<file path="src/rtl/cpu_run_controller.sv">
// rtl/cpu_run_controller.sv - CPU run controller: reset sequencing and run-outcome detection
//
// Ports:
//   clk, rst              system clock, asynchronous active-high reset
//   cpu_rst               registered reset to the CPU (released after RST_HOLD cycles, re-asserted at end of run)
//   mem_we/mem_addr/mem_wdata  snooped CPU data write (mailbox detection)
//   pc/pc_valid           snooped program counter and fetch strobe (halt detection, instruction count)
//   state                 FSM encoding: HOLD=0 RUN=1 PASS=2 FAIL=3 TIMEOUT=4 HALT=5
//   done/pass/fail/timed_out/halted  run outcome flags decoded from registered state
//   cycle_count/instr_count  saturating RUN cycle and fetched-instruction counters

module cpu_run_controller #(
    parameter int                RST_HOLD    = 5,
    parameter int                ADDR_W      = 32,
    parameter int                DATA_W      = 32,
    parameter logic [ADDR_W-1:0] MBOX_ADDR   = ADDR_W'(32'hFFFF_FFF0),
    parameter logic [DATA_W-1:0] PASS_CODE   = DATA_W'(32'h0000_600D),
    parameter int                TIMEOUT     = 10000,
    parameter int                HALT_CYCLES = 16,
    parameter int                CNT_W       = 32
) (
    input  logic              clk,
    input  logic              rst,
    output logic              cpu_rst,
    input  logic              mem_we,
    input  logic [ADDR_W-1:0] mem_addr,
    input  logic [DATA_W-1:0] mem_wdata,
    input  logic [ADDR_W-1:0] pc,
    input  logic              pc_valid,
    output logic [2:0]        state,
    output logic              done,
    output logic              pass,
    output logic              fail,
    output logic              timed_out,
    output logic              halted,
    output logic [CNT_W-1:0]  cycle_count,
    output logic [CNT_W-1:0]  instr_count
);

    typedef enum logic [2:0] {
        ST_HOLD    = 3'd0,
        ST_RUN     = 3'd1,
        ST_PASS    = 3'd2,
        ST_FAIL    = 3'd3,
        ST_TIMEOUT = 3'd4,
        ST_HALT    = 3'd5
    } state_t;

    localparam logic [7:0]       HOLD_LAST = 8'(RST_HOLD - 1);
    // Repeat count before the increment that completes the halt run.
    localparam logic [7:0]       REP_LAST  = 8'(HALT_CYCLES - 2);
    localparam logic [CNT_W-1:0] TMO_LAST  = CNT_W'(TIMEOUT - 1);
    localparam logic [CNT_W-1:0] CNT_ONE   = CNT_W'(1);

    state_t             r_state;
    logic               r_cpu_rst;
    logic [7:0]         r_hold_cnt;
    logic [7:0]         r_rep_cnt;
    logic [ADDR_W-1:0]  r_prev_pc;
    logic               r_pc_seen;
    logic [CNT_W-1:0]   r_cycle_count;
    logic [CNT_W-1:0]   r_instr_count;

    logic w_mbox_hit;
    logic w_pass_code;
    logic w_pc_repeat;
    logic w_halt_hit;
    logic w_tmo_hit;

    assign w_mbox_hit  = mem_we && (mem_addr == MBOX_ADDR);
    assign w_pass_code = (mem_wdata == PASS_CODE);
    // r_pc_seen guards against treating the reset value of r_prev_pc as a real fetch.
    assign w_pc_repeat = pc_valid && r_pc_seen && (pc == r_prev_pc);
    assign w_halt_hit  = w_pc_repeat && (r_rep_cnt == REP_LAST);
    assign w_tmo_hit   = (r_cycle_count == TMO_LAST);

    always_ff @(posedge clk or posedge rst) begin
        if (rst) begin
            r_state       <= ST_HOLD;
            r_cpu_rst     <= 1'b1;
            r_hold_cnt    <= '0;
            r_rep_cnt     <= '0;
            r_prev_pc     <= '0;
            r_pc_seen     <= 1'b0;
            r_cycle_count <= '0;
            r_instr_count <= '0;
        end else begin
            case (r_state)
                ST_HOLD: begin
                    r_hold_cnt <= r_hold_cnt + 8'd1;
                    if (r_hold_cnt == HOLD_LAST) begin
                        r_state   <= ST_RUN;
                        r_cpu_rst <= 1'b0;
                    end
                end
                ST_RUN: begin
                    // The exit cycle itself is counted, so a timeout freezes at exactly TIMEOUT.
                    if (r_cycle_count != '1) begin
                        r_cycle_count <= r_cycle_count + CNT_ONE;
                    end
                    if (pc_valid) begin
                        if (r_instr_count != '1) begin
                            r_instr_count <= r_instr_count + CNT_ONE;
                        end
                        r_pc_seen <= 1'b1;
                        r_prev_pc <= pc;
                        if (w_pc_repeat) begin
                            r_rep_cnt <= r_rep_cnt + 8'd1;
                        end else begin
                            r_rep_cnt <= '0;
                        end
                    end
                    // Mailbox outranks halt, halt outranks timeout.
                    if (w_mbox_hit) begin
                        r_state   <= w_pass_code ? ST_PASS : ST_FAIL;
                        r_cpu_rst <= 1'b1;
                    end else if (w_halt_hit) begin
                        r_state   <= ST_HALT;
                        r_cpu_rst <= 1'b1;
                    end else if (w_tmo_hit) begin
                        r_state   <= ST_TIMEOUT;
                        r_cpu_rst <= 1'b1;
                    end
                end
                default: begin
                    // Terminal states: everything frozen until rst.
                end
            endcase
        end
    end

    assign cpu_rst     = r_cpu_rst;
    assign state       = r_state;
    assign done        = (r_state == ST_PASS) || (r_state == ST_FAIL) ||
                         (r_state == ST_TIMEOUT) || (r_state == ST_HALT);
    assign pass        = (r_state == ST_PASS);
    assign fail        = (r_state == ST_FAIL);
    assign timed_out   = (r_state == ST_TIMEOUT);
    assign halted      = (r_state == ST_HALT);
    assign cycle_count = r_cycle_count;
    assign instr_count = r_instr_count;

endmodule

</file>
<file path="config.mk">
export PLATFORM = sky130hd
export DESIGN_NAME = cpu_run_controller
export DESIGN_NICKNAME = d
export VERILOG_FILES = /design/src/rtl/cpu_run_controller.sv
export SDC_FILE = /design/constraint.sdc
export NUM_CORES = 1
export LEC_CHECK = 0
export ABC_AREA = 1
export BUFFER_PORTS_ARGS = -buffer_cell sky130_fd_sc_hd__buf_4
export CORE_MARGIN = 1
export CORE_UTILIZATION = 35
export DETAILED_ROUTE_END_ITERATION = 6
export HOLD_SLACK_MARGIN = 0.05
export PLACE_DENSITY = 0.56
export SLEW_MARGIN = 10
export SYNTH_ARGS = -nofsm -noshare
export SYNTH_HDL_FRONTEND = slang
export SYNTH_SLANG_ARGS = --single-unit
</file>
<file path="constraint.sdc">
create_clock -name clk -period 9.95 [get_ports clk]
set_input_delay 0.995 -clock clk [delete_from_list [all_inputs] [get_ports clk]]
set_output_delay 0.995 -clock clk [all_outputs]
set_load 0.02 [all_outputs]
</file>
==> results <==
- The flow ran to the end, and the final reports show no timing, DRC or antenna violations.
- Summing internal, switching and leakage power gives ~1.2 mW.
- The ratio of cells with drive above 1 in the final layout is around a fifth.
- The area growth from synthesis to layout is 31.4%.
- The number of antenna diodes is 0.
- The worst endpoint data arrival time is approximately 3.1 ns.
- The starting utilization of the core area is ~36%.
- CTS built an H-tree with a depth of 4.
- After synthesis, the share of flip-flops with an asynchronous set or reset is 100%.
- In the final routed layout, each cell accounts on average for between 10 and 15 um.
- The clock tree from TritonCTS is yes.
- The number of buffer and inverter instances along the worst setup path is 2.
- The count of buffers added on input and output ports is 172.
- The number of enable-type register cells in the synthesized netlist is 0.
- The critical path runs through a total of 8 cells.
- For this design the top-level I/O count stands at between 150 and 200.
- The cell with the most instances after synthesis is nand2_1.
- After clock tree synthesis, the clock-pin slew on the worst setup and hold paths is ~0.06 ns.
- The cell at the root of the clock tree is clkbuf_16.
- Counting I/O delays and the setup requirement, the final critical path takes around 2.8 ns.
- The layout filler cell count is about 1900.
- Counting the buffers created by CTS gives 17.
- The class of the tightest hold or removal check is reg2reg.
- The first-pass GRT wire length is 30600 um.
- The number of cells upsized or downsized after cts is 0.
- In this run the power density over the cells is roughly 130 mW/mm^2.
- Yosys attributes the largest share of cell area to dfrtp_1 43%, nand2_1 16%, xor2_1 7.4%.
- The placed instance area is ~0.0083 sq mm.
- For this run, design rule violations remaining after detail routing come to 0.
- For the pin with the worst max-slew slack, the measured transition is 1.08 ns.
- For this block, the initial DRC count from the detailed router was ~360.
- VDD sags by at most 0.000121 V.
- The number of sinks on the clock net is between 100 and 150.
- By instance count, the cell type seen most on the critical path is nand2_2.
- The die outline area is ~0.020 sq mm.
- The initial antenna violation count is 0.
- The cell accounting for the most synthesized area is dfrtp_1.
- The number of hold-repair buffers added at the cts stage is 0.
- In the final layout, flip-flops and latches occupy 0.00293 sq mm.
- The synthesized netlist contains 33 unique library cells.
- Dividing the detail-routed via count by the number of cells gives between 4 and 5.
- The net count of the mapped netlist is ~1000.
- The pin count of the biggest net entering global routing is 81.
- Each instance of the synthesized netlist takes up on average between 7 and 8 sq um.
- The most instantiated flip-flop cell in the synthesis netlist is dfrtp_1.
- The top cell type by area accounts for a little over two fifths of the synthesized area.
- Across all layers, the routed design uses around 6300 vias.
- The startpoint of the most critical register-to-register path is state[1]$_DFFE_PP0P_.
- The post-synth design cell area is just under 0.007 sq mm.
- The reg-to-reg setup timing slack is ~7.2 ns.
- The estimated wirelength of the detail-placed design is around 14000 um.
- The buffer depth of the longest clock path is 2.
- Setup repair after global routing left no endpoint under its margin.
- The start-to-end type of the worst setup path is reg2reg.
- The highest achievable clock rate is between 300 and 400 MHz.
- The total of max-cap violations is 0.
- The die extent in y is 141 um.
- For this design the static power due to leakage is roughly 4.5 nW.
- The first TritonRoute pass finished after 5 iterations.
- The synthesized design contains 117 register bits.
- The clock latency at the later pin of the worst-skew pair is 0.42 ns.
- The worst-case clock skew is ~0.0075 ns.
- Routability-driven placement finished with a final weighted congestion of 0.862.
- The final setup TNS is 0 ns.
- The routed design has about 18000 um of wire.
- The number of standard-cell rows in the floorplan is 50.
- The worst hold slack is ~0.47 ns.
- The start point of the critical path is state[1]$_DFFE_PP0P_.
- The number of cells on the worst reg-to-reg path is 8.
- The total overflow left after global routing is 0.
- Data on the critical path is required at its endpoint by between 10 and 15 ns.
- Measured against its own limit, the worst slew margin works out to around 28%.
- The worst-path cell with the longest stage delay is nor2_4.
- The cell area after layout is approximately 0.009 sq mm.
- In this run the remaining antenna-violating nets after routing total 0.
- The number of pins with negative max-slew slack in the final report is 0.
- The area of the core is 0.0188 sq mm.
- The final setup violation count is 0.
- The number of nets in the final layout is 1196.
- The critical path capture point type is a register.
- The area taken by multi-input logic gates is ~0.0033 sq mm.
- The delay of the slowest cell on the worst path is between 0.4 and 0.5 ns.
- The fraction of the yosys area taken by sequential cells is a little over two fifths.
- Walking the worst path, the cells encountered are nor2_2 -> nand2_2 -> nor2_4 -> buf_4 -> nand2_2 -> inv_2 -> nand3_1 -> xor2_1.
- The die width is ~140 um.
- Grouping stages by cell kind, the critical path spends the most delay in simple AND/OR/NAND/NOR gates.
- The final worst-path cycle share is about 28%.
- The worst setup path is launched from a register.
- The number of global-route vias before repair is approximately 6200.
- In this run the critical register-to-register path is captured at instr_count[15]$_DFFE_PP0P_.
- Ranked by instance count, the synthesized netlist is headed by 279 x nand2_1, 116 x dfrtp_1, 115 x inv_1, 104 x nor2_1, 57 x xor2_1.
- The synthesized netlist cell count is ~910.
- The most critical setup path has its endpoint at instr_count[15]$_DFFE_PP0P_.
- The total setup buffers inserted after CTS is 0.
- Global routing consumed, over all layers together, roughly a fifth of the routing resources.
- The count of synthesis-stage warnings from yosys is 0.
- The maximum fanout encountered on the critical timing path is 31.
- The number of endpoints with negative hold slack in the final report is 0.
-- registers in the layout, summed over array words and instances, names as in the netlist --
name         cells
instr_count     32
r_rep_cnt        8
cycle_count     32
r_hold_cnt       8
state            3
r_prev_pc       32
r_pc_seen        1
cpu_rst          1
-- power by group --
| group | switching, mW | internal [mW] | leakage, nW | total [mW] |
|---|---|---|---|---|
| clock | 0.221 | 0.403 | 0.288 | 0.624 |
| combinational | 0.0361 | 0.0387 | 2.66 | 0.0748 |
| sequential | 0.00505 | 0.485 | 1.50 | 0.490 |
-- through the flow --
step	utilization [%]	setup WS, ns	instances
3_3_place_gp	44.1	6.79	1305
2_1_floorplan	-	5.86	911
6_report	47.2	7.17	1336
4_1_cts	47.2	7.14	1336
3_5_place_dp	44.1	6.78	1305
5_1_grt	47.2	6.86	1336
-- layout make-up --
cell class                      instances  share of cell area, %
Tap cell                              234                   3.30
Timing Repair Buffer                  174                   14.7
Multi-Input combinational cell        663                   37.3
Sequential cell                       117                   33.0
Clock buffer                           21                   5.19
Clock inverter                         10                   1.47
Inverter                              117                   4.98
-- how the worst min path moves through the flow --
stage | to | cells past startpoint | slack [ns] | from
2_1_floorplan | r_pc_seen$_DFFE_PP0P_ | 1 | 0.44 | r_pc_seen$_DFFE_PP0P_
3_3_place_gp | r_pc_seen$_DFFE_PP0P_ | 1 | 0.46 | r_pc_seen$_DFFE_PP0P_
3_5_place_dp | r_pc_seen$_DFFE_PP0P_ | 1 | 0.46 | r_pc_seen$_DFFE_PP0P_
4_1_cts | r_pc_seen$_DFFE_PP0P_ | 1 | 0.47 | r_pc_seen$_DFFE_PP0P_
5_1_grt | r_pc_seen$_DFFE_PP0P_ | 1 | 0.50 | r_pc_seen$_DFFE_PP0P_
6_report | r_pc_seen$_DFFE_PP0P_ | 1 | 0.47 | r_pc_seen$_DFFE_PP0P_
-- cells by family (layout without fill, tap and decap cells) --
| logic type | after synthesis | in the layout | share of synthesized area [%] |
|---|---|---|---|
| AOI/OAI and AO/OA | 54 | 54 | 4.16 |
| xor gates and xnor gates | 75 | 75 | 9.74 |
| adders and majority gates | 6 | 6 | 1.11 |
| buffers and inverters | 131 | 322 | 7.72 |
| DFF | 117 | 117 | 43.4 |
| and+or+nand+nor | 528 | 528 | 33.9 |
-- cells in the final DEF, fill, tap and decap left out, types with 3 or more instances in the layout --
master,instances
a21oi_1,5
buf_4,174
bufinv_16,3
clkbuf_16,17
clkinv_2,5
dfrtp_1,116
ha_1,6
inv_1,114
nand2_1,279
nand2_2,6
nand3_1,38
nand3_2,3
nand3b_1,3
nand4_1,29
nor2_1,103
nor2_2,6
nor3_1,39
nor4_1,11
o21ai_0,42
o21ai_1,4
or2_2,4
xnor2_1,18
xor2_1,57
-- metal layers --
| metal | global-route usage, % | wire length [um] | part of all wire [%] | up-vias |
|---|---|---|---|---|
| met1 | 24.9 | 8380 | 46 | 2867 |
| met5 | 0 | 0 | 0 | - |
| met3 | 4.72 | 908 | 5.0 | 21 |
| li1 | - | - | - | 3227 |
| met4 | 5.95 | 245 | 1.3 | 0 |
| met2 | 32.8 | 8710 | 48 | 143 |
Power figures use the tool's default switching activity.
